File: src/rtl/thresholding_cfg_pkg.sv
// Shared types and the padded config address layout for the thresholding config loader.
package thresholding_cfg_pkg;

    typedef enum logic {
        LOAD = 1'b0,
        DUMP = 1'b1
    } cmd_op_e;

    typedef enum logic [1:0] {
        ST_IDLE,
        ST_LOAD,
        ST_DUMP_ISSUE,
        ST_DUMP_DRAIN
    } state_e;

    // Address = {cf, pe, i}; a zero-width field contributes nothing.
    function automatic int unsigned cfg_addr(input int unsigned cf,
                                             input int unsigned pe,
                                             input int unsigned i,
                                             input int unsigned pe_bits,
                                             input int unsigned n_bits);
        return (cf << (pe_bits + n_bits)) | (pe << n_bits) | i;
    endfunction

endpackage

File: src/rtl/cfg_rb_fifo.sv
// Readback FIFO: synchronous, first-word fall-through, exposes occupancy.
module cfg_rb_fifo #(
    parameter  int unsigned W     = 8,
    parameter  int unsigned DEPTH = 8,
    localparam int unsigned CNT_W = $clog2(DEPTH + 1)
) (
    input  logic             clk,
    input  logic             rst,
    input  logic             push_i,
    input  logic [W-1:0]     din_i,
    input  logic             pop_i,
    output logic [W-1:0]     dout_o,
    output logic             vld_o,
    output logic [CNT_W-1:0] cnt_o
);

    localparam int unsigned PTR_W = (DEPTH > 1) ? $clog2(DEPTH) : 1;

    logic [W-1:0]     mem_q [DEPTH];
    logic [PTR_W-1:0] wr_q;
    logic [PTR_W-1:0] rd_q;
    logic [CNT_W-1:0] cnt_q;
    logic             do_push;
    logic             do_pop;

    assign do_pop  = pop_i && (cnt_q != '0);
    assign do_push = push_i && (cnt_q != CNT_W'(DEPTH));

    always_ff @(posedge clk) begin
        if (rst) begin
            wr_q  <= '0;
            rd_q  <= '0;
            cnt_q <= '0;
        end else begin
            if (do_push) wr_q <= (wr_q == PTR_W'(DEPTH - 1)) ? '0 : wr_q + PTR_W'(1);
            if (do_pop)  rd_q <= (rd_q == PTR_W'(DEPTH - 1)) ? '0 : rd_q + PTR_W'(1);
            cnt_q <= cnt_q + CNT_W'(do_push) - CNT_W'(do_pop);
        end
    end

    // Storage carries no reset; occupancy alone defines validity.
    always_ff @(posedge clk) begin
        if (do_push) mem_q[wr_q] <= din_i;
    end

    assign dout_o = mem_q[rd_q];
    assign vld_o  = (cnt_q != '0);
    assign cnt_o  = cnt_q;

endmodule

File: src/rtl/thresholding_cfg_loader.sv
// Streams a dense channel-major threshold set into the thresholding cfg port (LOAD)
// or reads it back onto an output stream (DUMP), owning the padded address layout.
module thresholding_cfg_loader
    import thresholding_cfg_pkg::*;
#(
    parameter  int unsigned K        = 8,
    parameter  int unsigned N        = 3,
    parameter  int unsigned C        = 4,
    parameter  int unsigned PE       = 2,
    parameter  int unsigned RB_DEPTH = 8,
    localparam int unsigned CF       = C / PE,
    localparam int unsigned A_BITS   = $clog2(CF) + $clog2(PE) + $clog2(N)
) (
    input  logic              clk,
    input  logic              rst,
    input  logic              cmd_vld,
    output logic              cmd_rdy,
    input  logic              cmd_op,
    input  logic              ivld,
    output logic              irdy,
    input  logic [K-1:0]      idat,
    output logic              ovld,
    input  logic              ordy,
    output logic [K-1:0]      odat,
    output logic              cfg_en,
    output logic              cfg_we,
    output logic [A_BITS-1:0] cfg_a,
    output logic [K-1:0]      cfg_d,
    input  logic              cfg_rack,
    input  logic [K-1:0]      cfg_q,
    output logic              busy,
    output logic              done,
    output logic              err
);

    localparam int unsigned CF_W    = (CF > 1) ? $clog2(CF) : 1;
    localparam int unsigned PE_W    = (PE > 1) ? $clog2(PE) : 1;
    localparam int unsigned I_W     = (N > 1) ? $clog2(N) : 1;
    localparam int unsigned PE_BITS = $clog2(PE);
    localparam int unsigned N_BITS  = $clog2(N);
    localparam int unsigned CNT_W   = $clog2(RB_DEPTH + 1);
    localparam int unsigned SUM_W   = CNT_W + 1;

    state_e             state_q;
    logic [I_W-1:0]     i_q;
    logic [PE_W-1:0]    pe_q;
    logic [CF_W-1:0]    cf_q;
    logic [CNT_W-1:0]   pend_q;
    logic [CNT_W-1:0]   pend_d;
    logic [CNT_W-1:0]   fcnt;
    logic               fin_q;
    logic               cmd_rdy_q;
    logic               irdy_q;
    logic               cfg_en_q;
    logic               cfg_we_q;
    logic [A_BITS-1:0]  cfg_a_q;
    logic [K-1:0]       cfg_d_q;
    logic               busy_q;
    logic               done_q;
    logic               err_q;

    logic               accept_c;
    logic               wr_c;
    logic               rd_c;
    logic               last_c;
    logic               push_c;
    logic               pop_c;
    logic               room_c;
    logic               drained_c;
    logic [A_BITS-1:0]  addr_c;

    always_comb begin
        accept_c  = (state_q == ST_IDLE) && cmd_rdy_q && cmd_vld;
        wr_c      = (state_q == ST_LOAD) && irdy_q && ivld;
        // Reserve a FIFO slot for every outstanding read so racks never overflow it.
        room_c    = (SUM_W'(pend_q) + SUM_W'(fcnt)) < SUM_W'(RB_DEPTH);
        rd_c      = (state_q == ST_DUMP_ISSUE) && room_c;
        last_c    = (i_q == I_W'(N - 1)) && (pe_q == PE_W'(PE - 1)) && (cf_q == CF_W'(CF - 1));
        push_c    = cfg_rack && (pend_q != '0);
        pop_c     = ovld && ordy;
        pend_d    = pend_q + CNT_W'(rd_c) - CNT_W'(push_c);
        drained_c = (pend_q == '0) && ((fcnt == '0) || ((fcnt == CNT_W'(1)) && pop_c));
        addr_c    = A_BITS'(cfg_addr(32'(cf_q), 32'(pe_q), 32'(i_q), PE_BITS, N_BITS));
    end

    always_ff @(posedge clk) begin
        if (rst) begin
            state_q   <= ST_IDLE;
            i_q       <= '0;
            pe_q      <= '0;
            cf_q      <= '0;
            pend_q    <= '0;
            fin_q     <= 1'b0;
            cmd_rdy_q <= 1'b1;
            irdy_q    <= 1'b0;
            cfg_en_q  <= 1'b0;
            cfg_we_q  <= 1'b0;
            cfg_a_q   <= '0;
            cfg_d_q   <= '0;
            busy_q    <= 1'b0;
            done_q    <= 1'b0;
            err_q     <= 1'b0;
        end else begin
            cfg_en_q <= 1'b0;
            cfg_we_q <= 1'b0;
            done_q   <= 1'b0;
            pend_q   <= pend_d;
            if (cfg_rack && (pend_q == '0)) err_q <= 1'b1;

            // LOAD completion is reported one cycle after the last write is presented.
            if (fin_q) begin
                fin_q     <= 1'b0;
                done_q    <= 1'b1;
                busy_q    <= 1'b0;
                cmd_rdy_q <= 1'b1;
            end

            if (wr_c || rd_c) begin
                cfg_en_q <= 1'b1;
                cfg_we_q <= wr_c;
                cfg_a_q  <= addr_c;
                cfg_d_q  <= wr_c ? idat : '0;
                if (i_q == I_W'(N - 1)) begin
                    i_q <= '0;
                    if (pe_q == PE_W'(PE - 1)) begin
                        pe_q <= '0;
                        cf_q <= (cf_q == CF_W'(CF - 1)) ? '0 : cf_q + CF_W'(1);
                    end else begin
                        pe_q <= pe_q + PE_W'(1);
                    end
                end else begin
                    i_q <= i_q + I_W'(1);
                end
            end

            case (state_q)
                ST_IDLE: begin
                    if (accept_c) begin
                        cmd_rdy_q <= 1'b0;
                        busy_q    <= 1'b1;
                        err_q     <= 1'b0;
                        i_q       <= '0;
                        pe_q      <= '0;
                        cf_q      <= '0;
                        if (cmd_op_e'(cmd_op) == DUMP) begin
                            state_q <= ST_DUMP_ISSUE;
                        end else begin
                            state_q <= ST_LOAD;
                            irdy_q  <= 1'b1;
                        end
                    end
                end
                ST_LOAD: begin
                    if (wr_c && last_c) begin
                        state_q <= ST_IDLE;
                        irdy_q  <= 1'b0;
                        fin_q   <= 1'b1;
                    end
                end
                ST_DUMP_ISSUE: begin
                    if (rd_c && last_c) state_q <= ST_DUMP_DRAIN;
                end
                ST_DUMP_DRAIN: begin
                    if (drained_c) begin
                        state_q   <= ST_IDLE;
                        done_q    <= 1'b1;
                        busy_q    <= 1'b0;
                        cmd_rdy_q <= 1'b1;
                    end
                end
                default: state_q <= ST_IDLE;
            endcase
        end
    end

    cfg_rb_fifo #(
        .W     (K),
        .DEPTH (RB_DEPTH)
    ) u_rb_fifo (
        .clk    (clk),
        .rst    (rst),
        .push_i (push_c),
        .din_i  (cfg_q),
        .pop_i  (pop_c),
        .dout_o (odat),
        .vld_o  (ovld),
        .cnt_o  (fcnt)
    );

    assign cmd_rdy = cmd_rdy_q;
    assign irdy    = irdy_q;
    assign cfg_en  = cfg_en_q;
    assign cfg_we  = cfg_we_q;
    assign cfg_a   = cfg_a_q;
    assign cfg_d   = cfg_d_q;
    assign busy    = busy_q;
    assign done    = done_q;
    assign err     = err_q;

endmodule

File: config.mk
export PLATFORM = sky130hd
export DESIGN_NAME = thresholding_cfg_loader
export DESIGN_NICKNAME = d
export VERILOG_FILES = /design/src/rtl/thresholding_cfg_pkg.sv /design/src/rtl/cfg_rb_fifo.sv /design/src/rtl/thresholding_cfg_loader.sv
export SDC_FILE = /design/constraint.sdc
export NUM_CORES = 1
export LEC_CHECK = 0
export CORE_ASPECT_RATIO = 1.75
export CORE_MARGIN = 5
export CORE_UTILIZATION = 34
export CTS_CLUSTER_SIZE = 40
export DETAILED_ROUTE_END_ITERATION = 10
export GPL_TIMING_DRIVEN = 0
export HOLD_SLACK_MARGIN = 0.1
export PLACE_DENSITY_LB_ADDON = 0.2
export SLEW_MARGIN = 20
export SYNTH_ARGS = -nofsm -noshare
export SYNTH_HDL_FRONTEND = slang
export SYNTH_SLANG_ARGS = --single-unit
File: constraint.sdc
create_clock -name clk -period 4.3 [get_ports clk]
set_clock_uncertainty 0.15 [all_clocks]
set_input_delay 0.86 -clock clk [delete_from_list [all_inputs] [get_ports clk]]
set_output_delay 0.86 -clock clk [all_outputs]
set_load 0.03 [all_outputs]
* Yosys cells after proc, flatten, opt, wreduce, memory -nomap -nowiden
Memory sizes are Yosys's and may differ from the RTL's. A register that Yosys moved wholly into a read port is not among the register bits.
Index checks and enable logic that the tools add are counted.
Widths: inputs -> output; s select.
** Word-level totals
- Flip-flop bits (word level) :: 40
- Bits in latches :: 0
- Bits in writable memories :: 64
- Bits in read-only memories :: 0
- Bits of input ports :: 23
- Memories :: 1
** Memories
- u_rb_fifo.mem_q :: words 8, width 8, rd ports 1, clocked after Yosys merged registers in 1, write ports 1, RTL line cfg_rb_fifo.sv:19 : logic [W-1:0] mem_q [DEPTH];
** Cells by class
- $add $sub $neg :: 10
- Multipliers :: 0
- Divide/modulo/power cells :: 0
- Order comparisons :: 1
- Eq/ne operators :: 13
- Shift-type cells :: 0
- Multiplexer cells :: 48
- Bitwise gates (word level) :: 4
- Reduce and logical (&&, ||, !) cells :: 28
** Operator list (count)
- $mux 1 :: 30
- $mux 2 :: 9
- $logic_and 1x1->1 :: 16
- $mux 3 :: 4
- $add 4x1->4 :: 2
- $logic_not 4->1 :: 2
- $mux 8 :: 1
- $pmux 2 s4 :: 1
- $reduce_and 4->1 :: 2
- $reduce_bool 4->1 :: 2
- $sub 4x1->4 :: 2
- $add 3x1->3 const B :: 2
- $eq 2x2->1 const B :: 3
- $eq 3x3->1 const B :: 2
- $ne 2x2->1 const B :: 3
- $pmux 1 s2 :: 3
- $add 4x4->5 :: 1
- $lt 5x4->1 const B :: 1
- $eq 4x1->1 const B :: 1
- $ne 2x1->1 const B :: 2
- $ne 4x4->1 const B :: 1
- $or 4x2->4 :: 1
- $or 4x3->4 :: 1
- $reduce_or 2->1 :: 2
- other kinds (7) :: 10

* Logic depth before layout (Yosys ltp)
Gate-level depths: netlist of the first run.
- Word-level depth :: 7
- Mapped depth :: 12
- Mapped depth without buffers :: 12

* Cells and area by module
From an unflattened synthesis of the first run, not the netlist that was laid out.
** Second synthesis, totals
- Cell total of the unflattened synthesis :: 321
- Area total of the unflattened synthesis :: 4620.7 µm²
** By module, submodules not included
- cfg_rb_fifo :: times used 1, cells an instance 171, area each 3206.8 µm², seq. area each 2182.1 µm²
- thresholding_cfg_loader :: times used 1, cells an instance 150, area each 1413.9 µm², seq. area each 600.6 µm²

* Worst setup path before layout of the first run
No wires, ideal clock.
- Path type :: register to register
- Start :: register pend_q[3]
- End :: register pend_q[2]
- Arrival :: 2.521 ns
- Required time :: 4.022 ns
- Path slack :: 1.501 ns
- Cell stages (with the launch flop) :: 12
- Buffers on the path :: 0
- Cells stage by stage :: dfxtp_1 ha_1 or3_4 a211oi_4 inv_2 ha_1 inv_1 ha_1 inv_1 fa_1 xor2_1 nor2_1
** On the way
- Cells in the longest elaborated chain, start to end :: 5
** Ends and longest elaborated chain
- start, declared :: RTL line thresholding_cfg_loader.sv:48 : logic [CNT_W-1:0] pend_q;
- start signal, assigned :: RTL line thresholding_cfg_loader.sv:107 : pend_q <= pend_d;
- $add 4x4->5 :: RTL line thresholding_cfg_loader.sv:76 : room_c = (SUM_W'(pend_q) + SUM_W'(fcnt)) < SUM_W'(RB_DEPTH);
- $lt 5x4->1 :: RTL line thresholding_cfg_loader.sv:76
- $logic_and 1x1->1 :: RTL line thresholding_cfg_loader.sv:77 : rd_c = (state_q == ST_DUMP_ISSUE) && room_c;
- $add 4x1->4 :: RTL line thresholding_cfg_loader.sv:81 : pend_d = pend_q + CNT_W'(rd_c) - CNT_W'(push_c);
- $sub 4x1->4 * :: RTL line thresholding_cfg_loader.sv:81
Every way passes the cells marked *; elsewhere a longest branch is shown, timed or not.
A chain may end at the register's enable or synchronous reset.

==> results of run 1 <==
## flip-flops by register name, indices dropped and copies added, names as in the netlist, 2 cells and up, named ones only
name / count
u_rb_fifo.mem_q: 64
pend_q: 4
u_rb_fifo.wr_q: 3
u_rb_fifo.cnt_o: 4
cfg_a: 4
cfg_d: 8
u_rb_fifo.rd_q: 3
state_q: 2
i_q: 2
## routing by layer
layer,vias to the layer above,share of wire
met4,0,0.015
met1,1315,0.40
li1,1331,-
met2,64,0.55
met3,14,0.038
met5,-,0
## worst reg2reg max path: cells and delay by family, from the launching register on
| family | cells | cell delay [ns] |
|---|---|---|
| AO/OA/AOI/OAI | 2 | 0.76 |
| AND/OR/NAND/NOR | 1 | 0.05 |
| XOR/XNOR | 1 | 0.15 |
| flip-flops | 1 | 0.48 |
| adder cells (fa/ha/maj) | 4 | 1.15 |
| buffers and inverters | 3 | 0.32 |
## cells in the final DEF (no fill, tap or decap), drive strengths merged, types with 2 or more instances in the layout
cell type       n
nand2b          3
nand2          12
nor2           21
nor2b           5
or3b            2
fa              2
buf             8
clkbuf         16
mux2i           3
a21oi          19
clkdlybuf4s50  50
dfxtp          43
xor2            2
o211ai          2
nor3b           2
xnor2           2
a211oi          3
a22o            8
mux2           10
edfxtp         64
o21ai           8
nand3          10
a21o            2
nor4            2
ha             23
nor3            6
or3             3
inv            25
mux4           16
clkinv          3
## worst max path at each step
stage,slack [ns],to,cells past startpoint,from
floorplan,1.50,pend_q[2],11,pend_q[3]
global placement,0.05,u_rb_fifo.mem_q[4][7],3,cfg_rack
detailed placement,0.67,odat[3],5,register
CTS,0.30,odat[3],5,register
global route,0.22,odat[3],5,register
finish,0.37,odat[3],5,register
## cells by family (layout without fill, tap and decap cells)
| kind of cell | after synthesis | count (layout) | synth area share |
|---|---|---|---|
| AOI/OAI and AO/OA | 52 | 52 | 0.0824 |
| buffers and inverters | 33 | 103 | 0.0280 |
| xor gates and xnor gates | 4 | 4 | 0.00777 |
| adders and majority gates | 25 | 25 | 0.0727 |
| DFF | 107 | 107 | 0.617 |
| muxes | 29 | 29 | 0.112 |
| and+or+nand+nor | 71 | 71 | 0.0801 |
## power breakdown
part           internal, mW  switching [mW]
sequential             1.21          0.0791
combinational         0.507           0.604
clock                 0.402           0.376
total                  2.12            1.06
## final cells by class
type | instances | area [um2] | area share
Timing Repair Buffer | 54 | 528 | 0.0946
Clock inverter | 7 | 58.8 | 0.0105
Inverter | 22 | 82.6 | 0.0148
Sequential cell | 107 | 2780 | 0.498
Clock buffer | 9 | 225 | 0.0403
Buffer | 11 | 43.8 | 0.00784
Multi-Input combinational cell | 181 | 1650 | 0.295
Tap cell | 171 | 214 | 0.0383
## per-stage QoR
step	utilization	hold WS (ns)	power [mW]	setup WS, ns	area, um2
4_1_cts	0.429	0.329	3.22	0.296	5580
3_5_place_dp	0.407	0.307	2.43	0.673	5290
2_1_floorplan	-	0.300	2.08	1.50	4510
5_1_grt	0.429	0.348	3.37	0.216	5580
3_3_place_gp	0.402	0.307	2.39	0.0539	5230
6_report	0.429	0.323	3.17	0.367	5580
==> flow_results.org, run 1 <==
** Status
- The run finished with clean final reports.

** Setup path
- The worst register-to-register path begins at u_rb_fifo.cnt_o[1].
- Category of the worst setup path capture point :: output pin
- Buffers and inverters on the worst path :: 3
- Cell type group with the largest total delay on the critical path :: buffers and inverters
- Critical path data required time :: 3.29 ns
- In this run the worst path has a maximum fanout of 10.
- Ordered list of cells on the worst path :: buf_1 > clkbuf_1 > mux4_2 > mux2_2 > clkdlybuf4s50_1
- Kind of start point of the critical path :: register
- The number of cells on the worst reg-to-reg path is 11.
- Data on the critical path arrives at its endpoint at 2.92 ns.
- The worst register-to-register path has a setup slack of 1.12 ns.
- Slowest-stage cell, CP :: sky130_fd_sc_hd__clkbuf_1
- Reg2Reg Capture Point :: pend_q[2]
- Worst Setup Path Type :: reg2out
- CP peak stage delay :: 0.61 ns

** STA
- Setup total negative slack on the finished layout was measured at 0 ns.
- FMAX :: 254 MHz
- Final-report hold violation count :: 0
- The count of final max-slew check failures came to 0.
- Setup repair after global routing left no endpoint under its margin.
- At the pin with the least slew margin, the transition time is 0.944 ns.
- Tightest slew margin relative to the limit :: 0.368
- Setup violations remaining at the end of the flow were counted as 0.
- Period utilisation layout :: 0.915
- For the finished layout, the period the worst path requires is 3.93 ns.

** CTS
- In this run the deepest clock path goes through 2 buffers.
- Clock-pin slew reported for the worst setup and hold paths after clock tree synthesis :: 0.07 ns
- Once the clock tree was built, the setup fixing pass inserted 0 buffers.
- Counting every sink on the clock net gives 107.
- After clock tree synthesis, the repair step resized 0 gates.
- The later pin in the worst-skew pair is clocked with a latency of 0.34 ns.
- Counting the buffers created by CTS gives 9.
- Post-cts hold buffer count :: 0
- CTS tree :: done
- The cell sitting at the root of the clock tree is a sky130_fd_sc_hd__clkbuf_16.
- The H-tree was split into 3 levels.

** Die
- Boundary pin count :: 51
- Starting utilization of the core area :: 0.347
- Floorplan row count :: 55
- The core region is 13000 um2.
- The floorplan step defined a die boundary enclosing 15800 um2.
- Die W :: 97.1 um
- Overall die height :: 162 um

** Layout
- In the final layout, the share of cells above drive strength 1 is 0.166.
- Diode insertion count for antenna repair :: 0
- At the end of the flow, the number of nets in the layout was 434.
- # fillers :: 1195
- From synthesis to final layout, the design area changed by 23.7%.
- Final Instance Count excl. Fillers :: 562

** Power and ir drop
- Dividing total power by cell area gives a power density of 569 nW/um2.
- Leakage Power :: 1.97 nW
- Worst supply voltage drop on vdd :: 253 uV

** Global routing
- For this run, global-route usage on met3 was measured as 0.0291.
- Global Route met2 Usage :: 0.212
- Wire length of the first global-routing pass :: 14.4 mm
- Most heavily used metal layer in global routing :: met2
- For this run, global-route usage on met1 was measured as 0.130.
- Tot GR Track Use :: 0.116
- Vias in the first global route :: 2824
- The initial antenna violation count came to 0.
- Entering global routing, the biggest net connects 20 pins.
- Total global routing overflow :: 0

** Placed design
- Detail Placement HPWL :: 6.72 mm
- Port bufs :: 50
- Inst Count DP :: 546
- At the end of routability-driven placement, the weighted congestion stood at 0.747.

** Logic synthesis
- Synth Cell Area :: 4510 um2
- Post-synth EDFFs :: 64
- Post-synthesis average cell area :: 14.1 um2
- Ys async rst share :: 0
- Synthesis produced a netlist whose cell count is 321.
- Yosys printed 0 warnings.
- In this run, distinct cell masters in the synthesized netlist total 51.
- Ranked by total cell area, the synthesized netlist is headed by sky130_fd_sc_hd__edfxtp_1, sky130_fd_sc_hd__dfxtp_1, sky130_fd_sc_hd__mux4_2.
- Top cell types by occurrence after synthesis :: sky130_fd_sc_hd__edfxtp_1, sky130_fd_sc_hd__dfxtp_1, sky130_fd_sc_hd__ha_1, sky130_fd_sc_hd__inv_1, sky130_fd_sc_hd__nor2_1
- Number of synthesized register bits :: 107
- The number of nets handed over by synthesis was 369.
- By instance count, the leading cell after synthesis is sky130_fd_sc_hd__edfxtp_1.
- In the synthesized netlist the dominant register cell turns out to be sky130_fd_sc_hd__edfxtp_1.
- The share of synthesized area in the top cell type comes to 0.426.
- Of all cell types, the one taking the most synthesized area is sky130_fd_sc_hd__edfxtp_1.
- For this run, the register share of the synthesized area comes to 0.617.

** Detailed routing
- # DRC :: 0
- Antenna Nets Post-Route :: 0
- The routed layout has 2724 vias.
- Summed over all layers, the routed wires come to 9.04 mm.
- Total iterations of the first detailed-routing run :: 4
- Vias per std cell :: 4.85
- For this block, the initial DRC count from the detailed router was 86.
- Routed WL per cell :: 16.1 um

** Hold path
- Worst hold path endpoint :: cfg_a[2]
- The worst hold path passes through 2 cells.
- The tightest min-delay check is of the reg2reg type.
- Source of the worst hold timing path :: cfg_a[2]

** Flow run
- Count of maximum capacitance violations :: 0
Note: power is estimated with default switching activity, not from simulation.
==> run 2, diff against run 1 <==
==> constraint.sdc (replaced) <==
create_clock -name clk -period 3.2 [get_ports clk]
set_clock_uncertainty 0.15 [all_clocks]
set_input_delay 0.64 -clock clk [delete_from_list [all_inputs] [get_ports clk]]
set_output_delay 0.64 -clock clk [all_outputs]
set_load 0.03 [all_outputs]
==> flow_results.org, run 2 (synthesized netlist as in run 1, its figures left out) <==
** STA
- In the post-route analysis, the smallest setup slack over all paths is 0.178 ns.
- Max Transition Viols Final :: 0
- For the pin with the worst max-slew slack, the measured transition is 0.950 ns.
- Of the available clock period, the critical path in the final layout requires 0.944.
- Tightest slew margin relative to the limit :: 0.364
- Based on the critical path, the design can be clocked at up to 331 MHz.
- Final period demand of the worst path :: 3.02 ns
- Setup repair after global routing missed its margin :: false
- Setup violations remaining at the end of the flow were counted as 0.
- The final number of hold-violating endpoints came to 0.
- Min Hold Slack :: 0.322 ns

** Detailed routing
- For this block, the routed nets add up to 9.02 mm of wire.
- For this run, design rule violations remaining after detail routing come to 0.
- The detailed router placed 2706 vias in this run.
- The detailed router used layers up to and including met4.
- The routed design uses 4.94 mm of met2 wire.
- Total iterations of the first detailed-routing run :: 4
- Vias per std cell :: 4.81
- Once detail routing completed, the nets flagged for antenna violations numbered 0.
- After detailed routing, the average wire length per cell comes to 16.0 um.
- The detailed router put a total of 3.61 mm of wire on met1.
- After detailed routing, the met3 layer carries 343 um of wire.
- Drt first-iter violations :: 59

** Setup path
- STA classifies the critical path endpoint as an output pin.
- Critical path data required time :: 2.41 ns
- Buffers and inverters on the worst path :: 3
- The critical path goes through buf_4 > buf_6 > mux4_2 > mux2_2 > dlygate4sd2_1.
- Worst reg2reg path depth :: 11
- CP Depth :: 5
- The slowest stage of the critical path belongs to the cell sky130_fd_sc_hd__mux4_2.
- CP max FO :: 10
- Arr. time, crit path :: 2.23 ns
- Cell type group with the largest total delay on the critical path :: multiplexers
- STA classifies the critical path startpoint as a register.
- For this run, the slowest stage of the critical path takes 0.51 ns.
- Worst Setup Path Type :: reg2out

** CTS
- In this run the clock root is driven by a sky130_fd_sc_hd__clkbuf_16.
- TritonCTS built the clock tree.
- TritonCTS created 9 clock buffers.
- Post-cts hold buffer count :: 0
- The H-tree was split into 3 levels.
- Insertion delay to the later sink of the worst-skew pair :: 0.34 ns
- Count of clock tree sinks :: 107
- Maximum number of buffers from clock root to sink :: 2
- After clock tree synthesis, the clock-pin slew on the worst setup and hold paths is 0.07 ns.

** Die
- Die Footprint :: 15800 um2
- Floorplan row count :: 55
- The die is 162 um tall.
- Boundary pin count :: 51
- Measured along the x axis, the die boundary spans 97.1 um.
- Starting utilization of the core area :: 0.347
- Standard cell core area :: 13000 um2

** Placed design
- Final RePlAce weighted congestion :: 0.747
- In this run the cell area measured after placement is 5290 um2.
- Port bufs :: 50
- At the placement stage, the worst setup path has a slack of -0.207 ns.
- After legalization and detailed placement, the total HPWL measured 6.72 mm.

** Layout
- In the final layout, the share of cells above drive strength 1 is 0.171.
- Summing all flip-flop and latch instances after layout gives 2780 um2.
- Share of the core filled with cells in the final layout :: 0.430
- The library cell used most frequently in the layout, excluding fill and tap cells, is sky130_fd_sc_hd__edfxtp_1.
- Register with the most flip-flops :: u_rb_fifo.mem_q
- After filler insertion, the fill cell instance count of the layout stands at 1200.
- The register with the most flip-flops in the layout has 64 of them.
- Compared with the post-synthesis result, the final layout area differs by 23.9%.
- Area used by multi-input combinational logic :: 1650 um2
- The repair_antennas step left the layout with diodes totalling 0.
- After routing the design area is 5590 um2.
- Highest-count cells in the layout ignoring fill and taps :: sky130_fd_sc_hd__edfxtp_1, sky130_fd_sc_hd__dfxtp_1, sky130_fd_sc_hd__clkdlybuf4s50_1, sky130_fd_sc_hd__ha_1
- Count of nets after finishing :: 434

** Global routing
- Wire length of the first global-routing pass :: 14.4 mm
- Total global routing overflow :: 0
- Largest net degree at the start of global routing :: 20
- Across every metal layer, demand over resource in global routing totals 0.116.
- Initial antenna violation count :: 0
- Vias in the first global route :: 2815

** Hold path
- The worst hold path was traced through 2 stages.
- In this run the worst hold path is classified as reg2reg.

** Power and ir drop
- Power density cells :: 760 nW/um2
- Worst supply voltage drop on vdd :: 340 uV
- Total power for the finished layout comes to 4.25 mW.
- Leakage Power :: 1.99 nW

** Flow run
- Count of maximum capacitance violations :: 0

** Status
- The flow ran to the end, and the final reports show no timing, DRC or antenna violations.
[run 2: cell count changes in the layout (fill, tap and decap cells not counted), sizes merged]
| cell | before | now |
|---|---|---|
| dlygate4sd2 | 0 | 8 |
| clkdlybuf4s50 | 50 | 42 |
[run 2: cell type report]
type | instances | share of cell area
multi-input combinational | 181 | 0.295
buffer | 10 | 0.00940
timing repair buffer | 55 | 0.0940
sequential | 107 | 0.498
inverter | 22 | 0.0148
clock buffer | 9 | 0.0403
tap | 171 | 0.0383
clock inverter | 7 | 0.0105
[run 2: repair_timing]
| item | 4_1_cts | 5_1_grt |
|---|---|---|
| gates cloned | 0 | 0 |
| gates resized for setup | 13 | 0 |
| pin swaps | 0 | 1 |
| buffers inserted | 0 | 1 |
| endpoints found under the setup margin | 8 | 3 |
[run 2: metal layers]
layer  global-route usage  vias up
li1                     -     1328
met1                0.131     1302
met2                0.212       62
met3               0.0279       14
met4               0.0422        0
met5                    0        -
[run 2: worst min-delay path, delay by kind of cell (launching register included)]
kind	cells	cell delay (ns)
AND/OR/NAND/NOR	1	0.06
AO/OA/AOI/OAI	1	0.05
flip-flops	1	0.31
[run 2: through the flow]
step / setup TNS, ns / instances
2_1_floorplan: 0 / 321
3_3_place_gp: -18.75 / 542
3_5_place_dp: -1.89 / 546
4_1_cts: 0 / 561
5_1_grt: 0 / 562
6_report: 0 / 562
[run 2: path summary, 6_finish.rpt]
kind                      startpoint        end  slack (ns)
hold reg to reg             cfg_a[2]   cfg_a[2]        0.32
hold / removal              cfg_a[2]   cfg_a[2]        0.32
setup / recovery            register    odat[3]        0.18
setup reg to reg  u_rb_fifo.cnt_o[3]  pend_q[2]        0.36
[run 2: power breakdown]
part	internal, mW	switching [mW]	leakage, nW
Combinational	0.660	0.805	0.921
Sequential	1.62	0.112	0.929
Clock	0.540	0.508	0.138
Total	2.82	1.43	1.99
==> run 3, diff against run 2 <==
--- a/config.mk
+++ b/config.mk
@@ -5,6 +5,7 @@
 export SDC_FILE = /design/constraint.sdc
 export NUM_CORES = 1
 export LEC_CHECK = 0
+export ABC_CLOCK_PERIOD_IN_PS = 3200
 export CORE_ASPECT_RATIO = 1.75
 export CORE_MARGIN = 5
 export CORE_UTILIZATION = 34
==> results of run 3 <==
No change in the layout: final DEF, timing and power equal those of run 2.
